==> src/rtl/prefix_collector_if.sv <==
// Byte stream into the prefix collector and the opcode/prefix bundle out of it.
// master = prefetch queue + decoder side, slave = the collector itself.
interface prefix_collector_if #(
    parameter int CNT_W = 4
);
    logic [7:0]       in_byte;
    logic             in_valid;
    logic             in_ready;
    logic             out_valid;
    logic             out_ready;
    logic [7:0]       out_opcode;
    logic             out_address_size;
    logic             out_operand_size;
    logic             out_bus_lock;
    logic             out_rep;
    logic             out_repne;
    logic             out_segment_override;
    logic [2:0]       out_segment_override_index;
    logic [CNT_W-1:0] out_prefix_count;
    logic             out_fault_too_long;

    modport master (
        output in_byte, in_valid, out_ready,
        input  in_ready, out_valid, out_opcode, out_address_size, out_operand_size,
               out_bus_lock, out_rep, out_repne, out_segment_override,
               out_segment_override_index, out_prefix_count, out_fault_too_long
    );

    modport slave (
        input  in_byte, in_valid, out_ready,
        output in_ready, out_valid, out_opcode, out_address_size, out_operand_size,
               out_bus_lock, out_rep, out_repne, out_segment_override,
               out_segment_override_index, out_prefix_count, out_fault_too_long
    );
endinterface

==> src/rtl/prefix_collector.sv <==
// Accumulates x86 prefix bytes and hands the first non-prefix byte plus the
// collected prefix bundle to the decoder; faults when the prefix run is too long.
module prefix_collector #(
    parameter int MAX_PREFIX = 14,
    parameter int CNT_W      = 4
) (
    input  logic                clock,
    input  logic                reset,
    input  logic                flush,
    prefix_collector_if.slave   bus,
    output logic                o_dbg_state
);
    // Handshakes: a byte moves when in_valid & in_ready, a bundle moves when
    // out_valid & out_ready; both sides are sampled on the rising clock edge.

    typedef enum logic {COLLECT = 1'b0, HOLD = 1'b1} state_t;

    // Segment register encoding: ES=0 CS=1 SS=2 DS=3 FS=4 GS=5
    localparam logic [2:0] SEG_ES = 3'd0;
    localparam logic [2:0] SEG_CS = 3'd1;
    localparam logic [2:0] SEG_SS = 3'd2;
    localparam logic [2:0] SEG_DS = 3'd3;
    localparam logic [2:0] SEG_FS = 3'd4;
    localparam logic [2:0] SEG_GS = 3'd5;

    state_t           r_state;
    logic             r_in_ready;
    logic             r_out_valid;
    logic [7:0]       r_opcode;
    logic             r_addr_size;
    logic             r_op_size;
    logic             r_lock;
    logic             r_rep;
    logic             r_repne;
    logic             r_seg;
    logic [2:0]       r_seg_idx;
    logic [CNT_W-1:0] r_count;
    logic             r_fault;

    logic             w_is_prefix;
    logic             w_is_seg;
    logic [2:0]       w_seg_idx;
    logic             w_byte_xfer;
    logic             w_at_limit;

    always_comb begin
        w_is_prefix = 1'b1;
        w_is_seg    = 1'b1;
        w_seg_idx   = SEG_ES;
        case (bus.in_byte)
            8'h26: w_seg_idx = SEG_ES;
            8'h2E: w_seg_idx = SEG_CS;
            8'h36: w_seg_idx = SEG_SS;
            8'h3E: w_seg_idx = SEG_DS;
            8'h64: w_seg_idx = SEG_FS;
            8'h65: w_seg_idx = SEG_GS;
            8'h66, 8'h67, 8'hF0, 8'hF2, 8'hF3: w_is_seg = 1'b0;
            default: begin
                w_is_prefix = 1'b0;
                w_is_seg    = 1'b0;
            end
        endcase
    end

    assign w_byte_xfer = bus.in_valid && r_in_ready;
    assign w_at_limit  = (r_count == CNT_W'(MAX_PREFIX));

    always_ff @(posedge clock or posedge reset) begin
        if (reset) begin
            r_state     <= COLLECT;
            r_in_ready  <= 1'b1;
            r_out_valid <= 1'b0;
            r_opcode    <= 8'h00;
            r_addr_size <= 1'b0;
            r_op_size   <= 1'b0;
            r_lock      <= 1'b0;
            r_rep       <= 1'b0;
            r_repne     <= 1'b0;
            r_seg       <= 1'b0;
            r_seg_idx   <= 3'd0;
            r_count     <= '0;
            r_fault     <= 1'b0;
        end else if (flush || (r_state == HOLD && bus.out_ready)) begin
            // flush discards whatever else happens this cycle; a completed
            // output transfer returns to the same idle state
            r_state     <= COLLECT;
            r_in_ready  <= 1'b1;
            r_out_valid <= 1'b0;
            r_opcode    <= 8'h00;
            r_addr_size <= 1'b0;
            r_op_size   <= 1'b0;
            r_lock      <= 1'b0;
            r_rep       <= 1'b0;
            r_repne     <= 1'b0;
            r_seg       <= 1'b0;
            r_seg_idx   <= 3'd0;
            r_count     <= '0;
            r_fault     <= 1'b0;
        end else if (r_state == COLLECT && w_byte_xfer) begin
            if (!w_is_prefix) begin
                r_opcode    <= bus.in_byte;
                r_state     <= HOLD;
                r_in_ready  <= 1'b0;
                r_out_valid <= 1'b1;
            end else if (w_at_limit) begin
                // one prefix too many: the offending byte leaves flags/count untouched
                r_fault     <= 1'b1;
                r_state     <= HOLD;
                r_in_ready  <= 1'b0;
                r_out_valid <= 1'b1;
            end else begin
                r_count <= r_count + 1'b1;
                if (w_is_seg) begin
                    r_seg     <= 1'b1;
                    r_seg_idx <= w_seg_idx;
                end
                case (bus.in_byte)
                    8'h66: r_op_size   <= 1'b1;
                    8'h67: r_addr_size <= 1'b1;
                    8'hF0: r_lock      <= 1'b1;
                    8'hF2: begin
                        r_repne <= 1'b1;
                        r_rep   <= 1'b0;
                    end
                    8'hF3: begin
                        r_rep   <= 1'b1;
                        r_repne <= 1'b0;
                    end
                    default: ;
                endcase
            end
        end
    end

    assign bus.in_ready                   = r_in_ready;
    assign bus.out_valid                  = r_out_valid;
    assign bus.out_opcode                 = r_opcode;
    assign bus.out_address_size           = r_addr_size;
    assign bus.out_operand_size           = r_op_size;
    assign bus.out_bus_lock               = r_lock;
    assign bus.out_rep                    = r_rep;
    assign bus.out_repne                  = r_repne;
    assign bus.out_segment_override      = r_seg;
    assign bus.out_segment_override_index = r_seg_idx;
    assign bus.out_prefix_count           = r_count;
    assign bus.out_fault_too_long         = r_fault;
    assign o_dbg_state                    = r_state;
endmodule

==> src/flat_wrapper.sv <==
// flat-port wrapper written by rule: the top's interface ports become plain ports
module prefix_collector_flat 
#(
    parameter int MAX_PREFIX = 14,
    parameter int CNT_W      = 4
)
  (clock, reset, flush, o_dbg_state, bus_in_byte, bus_in_valid, bus_out_ready, bus_in_ready, bus_out_valid, bus_out_opcode, bus_out_address_size, bus_out_operand_size, bus_out_bus_lock, bus_out_rep, bus_out_repne, bus_out_segment_override, bus_out_segment_override_index, bus_out_prefix_count, bus_out_fault_too_long);
  prefix_collector_if #(.CNT_W(CNT_W)) bus_i ();
  input  logic clock;
  input  logic reset;
  input  logic flush;
  output logic o_dbg_state;
  input wire logic [$bits(bus_i.in_byte)-1:0] bus_in_byte;
  input wire logic [$bits(bus_i.in_valid)-1:0] bus_in_valid;
  input wire logic [$bits(bus_i.out_ready)-1:0] bus_out_ready;
  output wire logic [$bits(bus_i.in_ready)-1:0] bus_in_ready;
  output wire logic [$bits(bus_i.out_valid)-1:0] bus_out_valid;
  output wire logic [$bits(bus_i.out_opcode)-1:0] bus_out_opcode;
  output wire logic [$bits(bus_i.out_address_size)-1:0] bus_out_address_size;
  output wire logic [$bits(bus_i.out_operand_size)-1:0] bus_out_operand_size;
  output wire logic [$bits(bus_i.out_bus_lock)-1:0] bus_out_bus_lock;
  output wire logic [$bits(bus_i.out_rep)-1:0] bus_out_rep;
  output wire logic [$bits(bus_i.out_repne)-1:0] bus_out_repne;
  output wire logic [$bits(bus_i.out_segment_override)-1:0] bus_out_segment_override;
  output wire logic [$bits(bus_i.out_segment_override_index)-1:0] bus_out_segment_override_index;
  output wire logic [$bits(bus_i.out_prefix_count)-1:0] bus_out_prefix_count;
  output wire logic [$bits(bus_i.out_fault_too_long)-1:0] bus_out_fault_too_long;
  assign bus_i.in_byte = bus_in_byte;
  assign bus_i.in_valid = bus_in_valid;
  assign bus_i.out_ready = bus_out_ready;
  assign bus_in_ready = bus_i.in_ready;
  assign bus_out_valid = bus_i.out_valid;
  assign bus_out_opcode = bus_i.out_opcode;
  assign bus_out_address_size = bus_i.out_address_size;
  assign bus_out_operand_size = bus_i.out_operand_size;
  assign bus_out_bus_lock = bus_i.out_bus_lock;
  assign bus_out_rep = bus_i.out_rep;
  assign bus_out_repne = bus_i.out_repne;
  assign bus_out_segment_override = bus_i.out_segment_override;
  assign bus_out_segment_override_index = bus_i.out_segment_override_index;
  assign bus_out_prefix_count = bus_i.out_prefix_count;
  assign bus_out_fault_too_long = bus_i.out_fault_too_long;
  prefix_collector #(.MAX_PREFIX(MAX_PREFIX), .CNT_W(CNT_W)) u_core (.clock(clock), .reset(reset), .flush(flush), .bus(bus_i), .o_dbg_state(o_dbg_state));
endmodule
==> config.mk <==
export PLATFORM = sky130hd
export DESIGN_NAME = prefix_collector_flat
export DESIGN_NICKNAME = d
export VERILOG_FILES = /design/src/rtl/prefix_collector_if.sv /design/src/rtl/prefix_collector.sv /design/src/flat_wrapper.sv
export SDC_FILE = /design/constraint.sdc
export NUM_CORES = 1
export LEC_CHECK = 0
export ABC_AREA = 1
export BUFFER_PORTS_ARGS = -buffer_cell sky130_fd_sc_hd__buf_2
export CORE_MARGIN = 4
export CORE_UTILIZATION = 46
export DETAILED_ROUTE_END_ITERATION = 7
export PLACE_DENSITY = 0.74
export SKIP_LAST_GASP = 1
export SYNTH_ARGS = -nofsm -noshare
export SYNTH_HDL_FRONTEND = slang
export SYNTH_SLANG_ARGS = --single-unit
==> constraint.sdc <==
create_clock -name clock -period 1.4 [get_ports clock]
set_input_delay 0.14 -clock clock [delete_from_list [all_inputs] [get_ports clock]]
set_output_delay 0.14 -clock clock [all_outputs]
set_load 0.02 [all_outputs]
==> results.py, run 1 <==
metrics = {
    "outcome": {
        "status": "finished, violations left",
        "violations": "negative setup slack",
    },
    "worst_setup_path": {
        "reg2reg_to": "u_core.bus.out_repne",
        "path_max_fanout": 9,
        "cp-endpoint": "u_core.bus.out_repne",
        "arrival_ns": 1.62,
        "worstSetupStartpoint": "u_core.o_dbg_state",
        "reg2reg_depth": 7,
        "r2r_start": "u_core.o_dbg_state",
        "crit_required_ns": 1.61,
        "r2r_slack_ns": -0.005,
        "worstSetupEndpointType": "register",
        "critPathKind": "reg -> reg",
        "cp-start-kind": "register",
    },
    "synthesis": {
        "synthSimpleGateAreaFrac_pct": 34.9,
        "yosys-mux-area-fraction_pct": 0,
        "yosysWarnings": 0,
        "async_flop_share_pct": 100,
        "synth-xor-area-share_pct": 1.31,
        "yosys.cell_types.count": 27,
        "synth_area_mm2": 0.00134,
        "synth-seq-cells": 24,
        "synth_top_family_by_area": "simple AND/OR/NAND/NOR gates",
        "yosys.area.top_type": "dfrtp_1",
        "yosys-top-cells-count": "46 x nand2_1, 26 x nand3_1, 23 x dfrtp_1, 18 x inv_1, 11 x nor2_1",
        "synth_most_common_cell": "nand2_1",
        "synthCells": 172,
        "synth_edf_count": 0,
        "synth_area_per_cell_um2": 7.79,
        "synth_compound_area_share_pct": 9.34,
        "syn_nets": 187,
        "yosys-top-cells-area": "dfrtp_1 43%, nand2_1 13%, nand3_1 9.7%",
        "synth_top_area_share_pct": 43.0,
        "seq_area_frac_synth_pct": 44.9,
        "synth-adder-area-share_pct": 1.87,
        "ys.flop_type": "dfrtp_1",
    },
    "routing": {
        "avgViaCountPerCell": 5.17,
        "drt-total-wl_mm": 3.23,
        "drt-initial-drc-count": 32,
        "drt-pass1-iter-count": 4,
        "antenna_left": 0,
        "wl_per_cell_um": 12.8,
        "drc": 0,
        "vias": 1302,
    },
    "clocking": {
        "cts_max_level": 1,
        "cts_buffers": 3,
        "clk_pin_slew_ns": 0.14,
        "cts_buffer_depth": 2,
        "cts_tree": "done",
        "clk_latency_ns": 0.32,
        "clkSinkCount": 24,
        "root_buffer": "clkbuf_4",
    },
    "floorplanning": {
        "num_rows": 19,
        "die_y_um": 62.0,
        "pin_count": 38,
        "start_util_pct": 48.2,
        "dieWidth_um": 62.0,
        "die_area_mm2": 0.00384,
        "core_mm2": 0.00278,
    },
    "cells_and_area": {
        "n_antenna_cell": 0,
        "fin_nets": 237,
        "fill_cells": 227,
        "register_area_um2": 604,
        "drive_gt1_share_pct": 37.6,
        "fin_area_mm2": 0.00181,
        "multi_input_area_um2": 723,
        "syn_to_final_growth_pct": 34.9,
    },
    "timing": {
        "post-route-min-period_ns": 1.40,
        "final.setup.worst_slack_ns": -0.00497,
        "max_freq_mhz": 712,
        "max_slew_margin_pct": 79.6,
        "fin_crit_sh_pct": 100,
        "worst_pin_slew_ns": 0.305,
        "hold_viol": 0,
        "finClkSkew_ns": 0.00735,
        "setup_viol": 2,
        "fin_setup_tns_ns": -0.00695,
        "rsz0062_at_grt": "true",
        "drv_slew": 0,
    },
    "global_routing": {
        "antenna_found_initial": 0,
        "grt_overflow_total": 0,
        "grt_pass1_vias": 1099,
        "grtUsageTotal_pct": 17.5,
        "grt_max_degree": 25,
        "grt_pass1_wl_mm": 5.00,
    },
    "job": {
        "max_cap_violations": 0,
    },
    "place": {
        "place.port_buffers": 37,
        "placed_area_mm2": 0.00158,
        "gp_congestion": 0.862,
        "pre_cts_slack_ns": -0.0778,
        "hpwlAfterDp_mm": 2.37,
    },
    "hold_path": {
        "worst_hold_path_type": "in -> reg",
    },
    "pwr": {
        "p_leak_uw": 0.00101,
        "ir_drop_uv": 806,
        "cellPowerDensity_mw_per_mm2": 991,
    },
}
power breakdown:
group	internal [µW]	leakage (µW)	switching [µW]	total, µW
Combinational	180	0.000668	323	504
Sequential	751	0.000317	32.7	784
Clock	289	0.0000279	215	504
how the worst min path moves through the flow:
stage	startpoint	to	slack, ns	cells past startpoint
finish	bus_in_byte[0]	u_core.bus.out_opcode[0]	0.07	3
global route	bus_in_byte[0]	u_core.bus.out_opcode[0]	0.06	3
CTS	bus_in_byte[0]	u_core.bus.out_opcode[0]	0.09	3
detailed placement	reset	u_core.bus.out_prefix_count[2]	0.20	3
global placement	reset	u_core.bus.out_prefix_count[2]	0.20	3
floorplan	reset	u_core.bus.out_address_size	0.15	1
final cells by class:
cell class	instances	area share (%)
Multi-Input combinational cell	123	40.0
Sequential cell	24	33.4
Timing Repair Buffer	50	17.1
Inverter	20	4.43
Tap cell	31	2.15
Clock inverter	1	1.66
Clock buffer	3	1.25
through the flow:
step,hold slack (ns),std cells,power (µW),util [%]
floorplan,0.154,172,1080,-
global placement,0.198,241,1210,56.9
detailed placement,0.199,241,1220,56.9
CTS,0.0949,248,1740,61.1
global route,0.0634,252,1880,65.0
finish,0.0711,252,1790,65.0
timing repair:
action	CTS	global route
hold buffers	1	0
setup buffers	2	4
hold endpoints to repair	23	0
endpoints found under the setup margin	13	21
gates resized for setup	10	16
pin swaps	1	13
per-layer routing:
layer	global-route usage, %	routed length (µm)
met1	24.0	1550
met2	28.7	1520
met3	2.69	137
met4	4.55	23
met5	0	0
sequential cells by signal, indices dropped and copies added, names as in the netlist:
register and flops:
u_core.bus.out_segment_override_index 3, u_core.bus.out_bus_lock 1, u_core.bus.in_ready 1, u_core.o_dbg_state 1, u_core.bus.out_address_size 1, u_core.bus.out_fault_too_long 1, u_core.bus.out_operand_size 1, u_core.bus.out_rep 1
u_core.bus.out_repne 1, u_core.bus.out_segment_override 1, u_core.bus.out_opcode 8, u_core.bus.out_prefix_count 4
placed cells by master (no fill, tap or decap), drive strengths merged, types with 3 or more instances in the layout:
cell,Yosys,final
nand2,50,50
nand3,27,27
a21oi,5,5
inv,20,20
nor2,16,16
nand4,6,6
clkbuf,2,3
dfrtp,23,23
buf,3,49
o21ai,11,11
worst max-delay path, cell delays in order (launching register included):
cell and delay [ns]:
dfrtp_2 0.46, a21oi_4 0.22, inv_4 0.10, a21oi_4 0.20, buf_6 0.13, nor2_1 0.05, nor2_1 0.09, a21oi_1 0.04
kinds of logic (layout without fill, tap and decap cells):
| kind of cell | count (synthesis) | count (layout) |
|---|---|---|
| AO/OA/AOI/OAI | 18 | 18 |
| adder cells (fa/ha/maj) | 2 | 2 |
| buffers and inverters | 25 | 74 |
| XOR/XNOR | 2 | 2 |
| flip-flops | 24 | 24 |
| AND/OR/NAND/NOR | 101 | 101 |
Power figures use the tool's default switching activity.
==> inputs of run 2 (changes only) <==
CORE_ASPECT_RATIO = 1.75   (was not set)
==> results.py, run 2 (synthesis gave the netlist of run 1 again) <==
metrics = {
    "outcome": {
        "status": "completed",
    },
    "clocking": {
        "clkSinkCount": 24,
        "clk_pin_slew_ns": 0.08,
        "clk_latency_ns": 0.26,
        "cts_buffers": 3,
        "cts_max_level": 1,
        "cts_buffer_depth": 2,
        "cts_tree": "done",
        "root_buffer": "clkbuf_8",
    },
    "cells_and_area": {
        "drive_gt1_share_pct": 35.3,
        "multi_input_area_um2": 678,
        "syn_to_final_growth_pct": 29.8,
        "fin_area_mm2": 0.00174,
        "n_antenna_cell": 0,
        "fill_cells": 251,
        "fin_nets": 237,
        "largest_reg_flops": 8,
        "register_area_um2": 606,
        "final_core_util_pct": 63.2,
        "layout_commonest_cell": "nand2_1",
        "final_cell_mix": "46 x nand2_1, 37 x buf_2, 25 x nand3_1, 20 x dfrtp_1, 18 x inv_1",
    },
    "place": {
        "placed_area_mm2": 0.00158,
        "pre_cts_slack_ns": -0.0346,
        "hpwlAfterDp_mm": 2.54,
        "place.port_buffers": 37,
        "gp_congestion": 0.951,
    },
    "pwr": {
        "cellPowerDensity_mw_per_mm2": 993,
        "p_leak_uw": 0.000991,
        "ir_drop_uv": 672,
    },
    "floorplanning": {
        "start_util_pct": 48.7,
        "core_mm2": 0.00275,
        "pin_count": 38,
        "num_rows": 25,
        "die_y_um": 79.4,
        "dieWidth_um": 48.8,
        "die_area_mm2": 0.00387,
    },
    "hold_path": {
        "holdPathStages": 3,
        "worst_hold_path_type": "in -> reg",
    },
    "worst_setup_path": {
        "crit_required_ns": 1.55,
        "cpMaxStageDelayCell": "dfrtp_2",
        "critPathKind": "reg -> reg",
        "cp-endpoint": "u_core.bus.out_repne",
        "reg2reg_to": "u_core.bus.out_repne",
        "cp-start-kind": "register",
        "path_max_fanout": 3,
        "slowest_delay_ns": 0.41,
        "r2r_slack_ns": 0.01,
        "path_cells": "inv_1 > ha_1 > nand3_2 > a21oi_4 > buf_4 > nor2_2 > nor2_1 > a21oi_1",
        "r2r_start": "u_core.bus.out_prefix_count[0]",
        "worstSetupEndpointType": "register",
        "reg2reg_depth": 8,
        "arrival_ns": 1.54,
        "worstSetupStartpoint": "u_core.bus.out_prefix_count[0]",
    },
    "timing": {
        "worst_pin_slew_ns": 0.316,
        "setup_viol": 0,
        "max_slew_margin_pct": 78.8,
        "hold_viol": 0,
        "post-route-min-period_ns": 1.39,
        "final.setup.worst_slack_ns": 0.0101,
        "finClkSkew_ns": 0.00153,
        "drv_slew": 0,
        "rsz0062_at_grt": "true",
        "fin_crit_sh_pct": 99.3,
        "holdWs_ns": 0.171,
        "max_freq_mhz": 719,
    },
    "routing": {
        "avgViaCountPerCell": 5.28,
        "drc": 0,
        "vias": 1309,
        "drt-total-wl_mm": 3.26,
        "drt-pass1-iter-count": 4,
        "wl_per_cell_um": 13.1,
        "drt-initial-drc-count": 33,
        "antenna_left": 0,
    },
    "global_routing": {
        "antenna_found_initial": 0,
        "grt_max_degree": 25,
        "grtUsageTotal_pct": 17.2,
        "grt_pass1_vias": 1251,
        "grt_pass1_wl_mm": 5.39,
        "grt_overflow_total": 0,
    },
    "job": {
        "max_cap_violations": 0,
    },
}
run 2: cell types whose count changed in the layout (fill, tap and decap cells not counted), sizes merged:
cell / delta
bufinv: -1
clkbuf: +1
run 2: power by group:
| group | switching (µW) | internal (µW) | total [µW] |
|---|---|---|---|
| clock | 210 | 251 | 461 |
| sequential | 32.9 | 751 | 784 |
| combinational | 312 | 171 | 483 |
| total | 555 | 1170 | 1730 |
run 2: through the flow:
| step | TNS (ns) | total power [µW] | cells |
|---|---|---|---|
| finish | 0 | 1730 | 248 |
| global route | -0.509 | 1830 | 248 |
| CTS | 0 | 1700 | 243 |
| detailed placement | -0.126 | 1220 | 237 |
| global placement | -0.0678 | 1210 | 237 |
| floorplan | 0 | 1080 | 172 |
run 2: worst min path at each step:
stage	slack [ns]	to	startpoint
6_report	0.17	u_core.bus.out_opcode[6]	bus_in_byte[6]
3_5_place_dp	0.20	u_core.o_dbg_state	reset
3_3_place_gp	0.19	u_core.o_dbg_state	reset
2_1_floorplan	0.15	u_core.bus.out_address_size	reset
5_1_grt	0.17	u_core.bus.out_opcode[6]	bus_in_byte[6]
4_1_cts	0.17	u_core.bus.out_opcode[6]	bus_in_byte[6]
run 2: critical path: cells and delay by family, from the launching register on:
family | cells | cell delay, ns
buffers and inverters | 2 | 0.23
adders and majority gates | 1 | 0.17
AOI/OAI and AO/OA | 2 | 0.22
and+or+nand+nor | 3 | 0.25
DFF | 1 | 0.41
run 2: what timing repair did:
| item | CTS | global route |
|---|---|---|
| hold buffers | 1 | 0 |
| setup buffers | 1 | 5 |
| pin swaps | 1 | 3 |
| gates resized for setup | 4 | 9 |
| endpoints found under the hold margin | 23 | 0 |
| setup endpoints to repair | 12 | 22 |
run 2: layout make-up:
cell class | count | area share [%]
multi-input combinational | 123 | 39.0
inverter | 20 | 4.46
timing repair buffer | 50 | 16.6
sequential | 24 | 34.8
tap | 27 | 1.94
clock buffer | 4 | 3.17
run 2: metal layers:
metal / routed length (µm) / global-route usage [%]
met1: 1280 / 18.9
met2: 1790 / 32.2
met3: 112 / 1.87
met4: 76 / 7.82
met5: 0 / 0
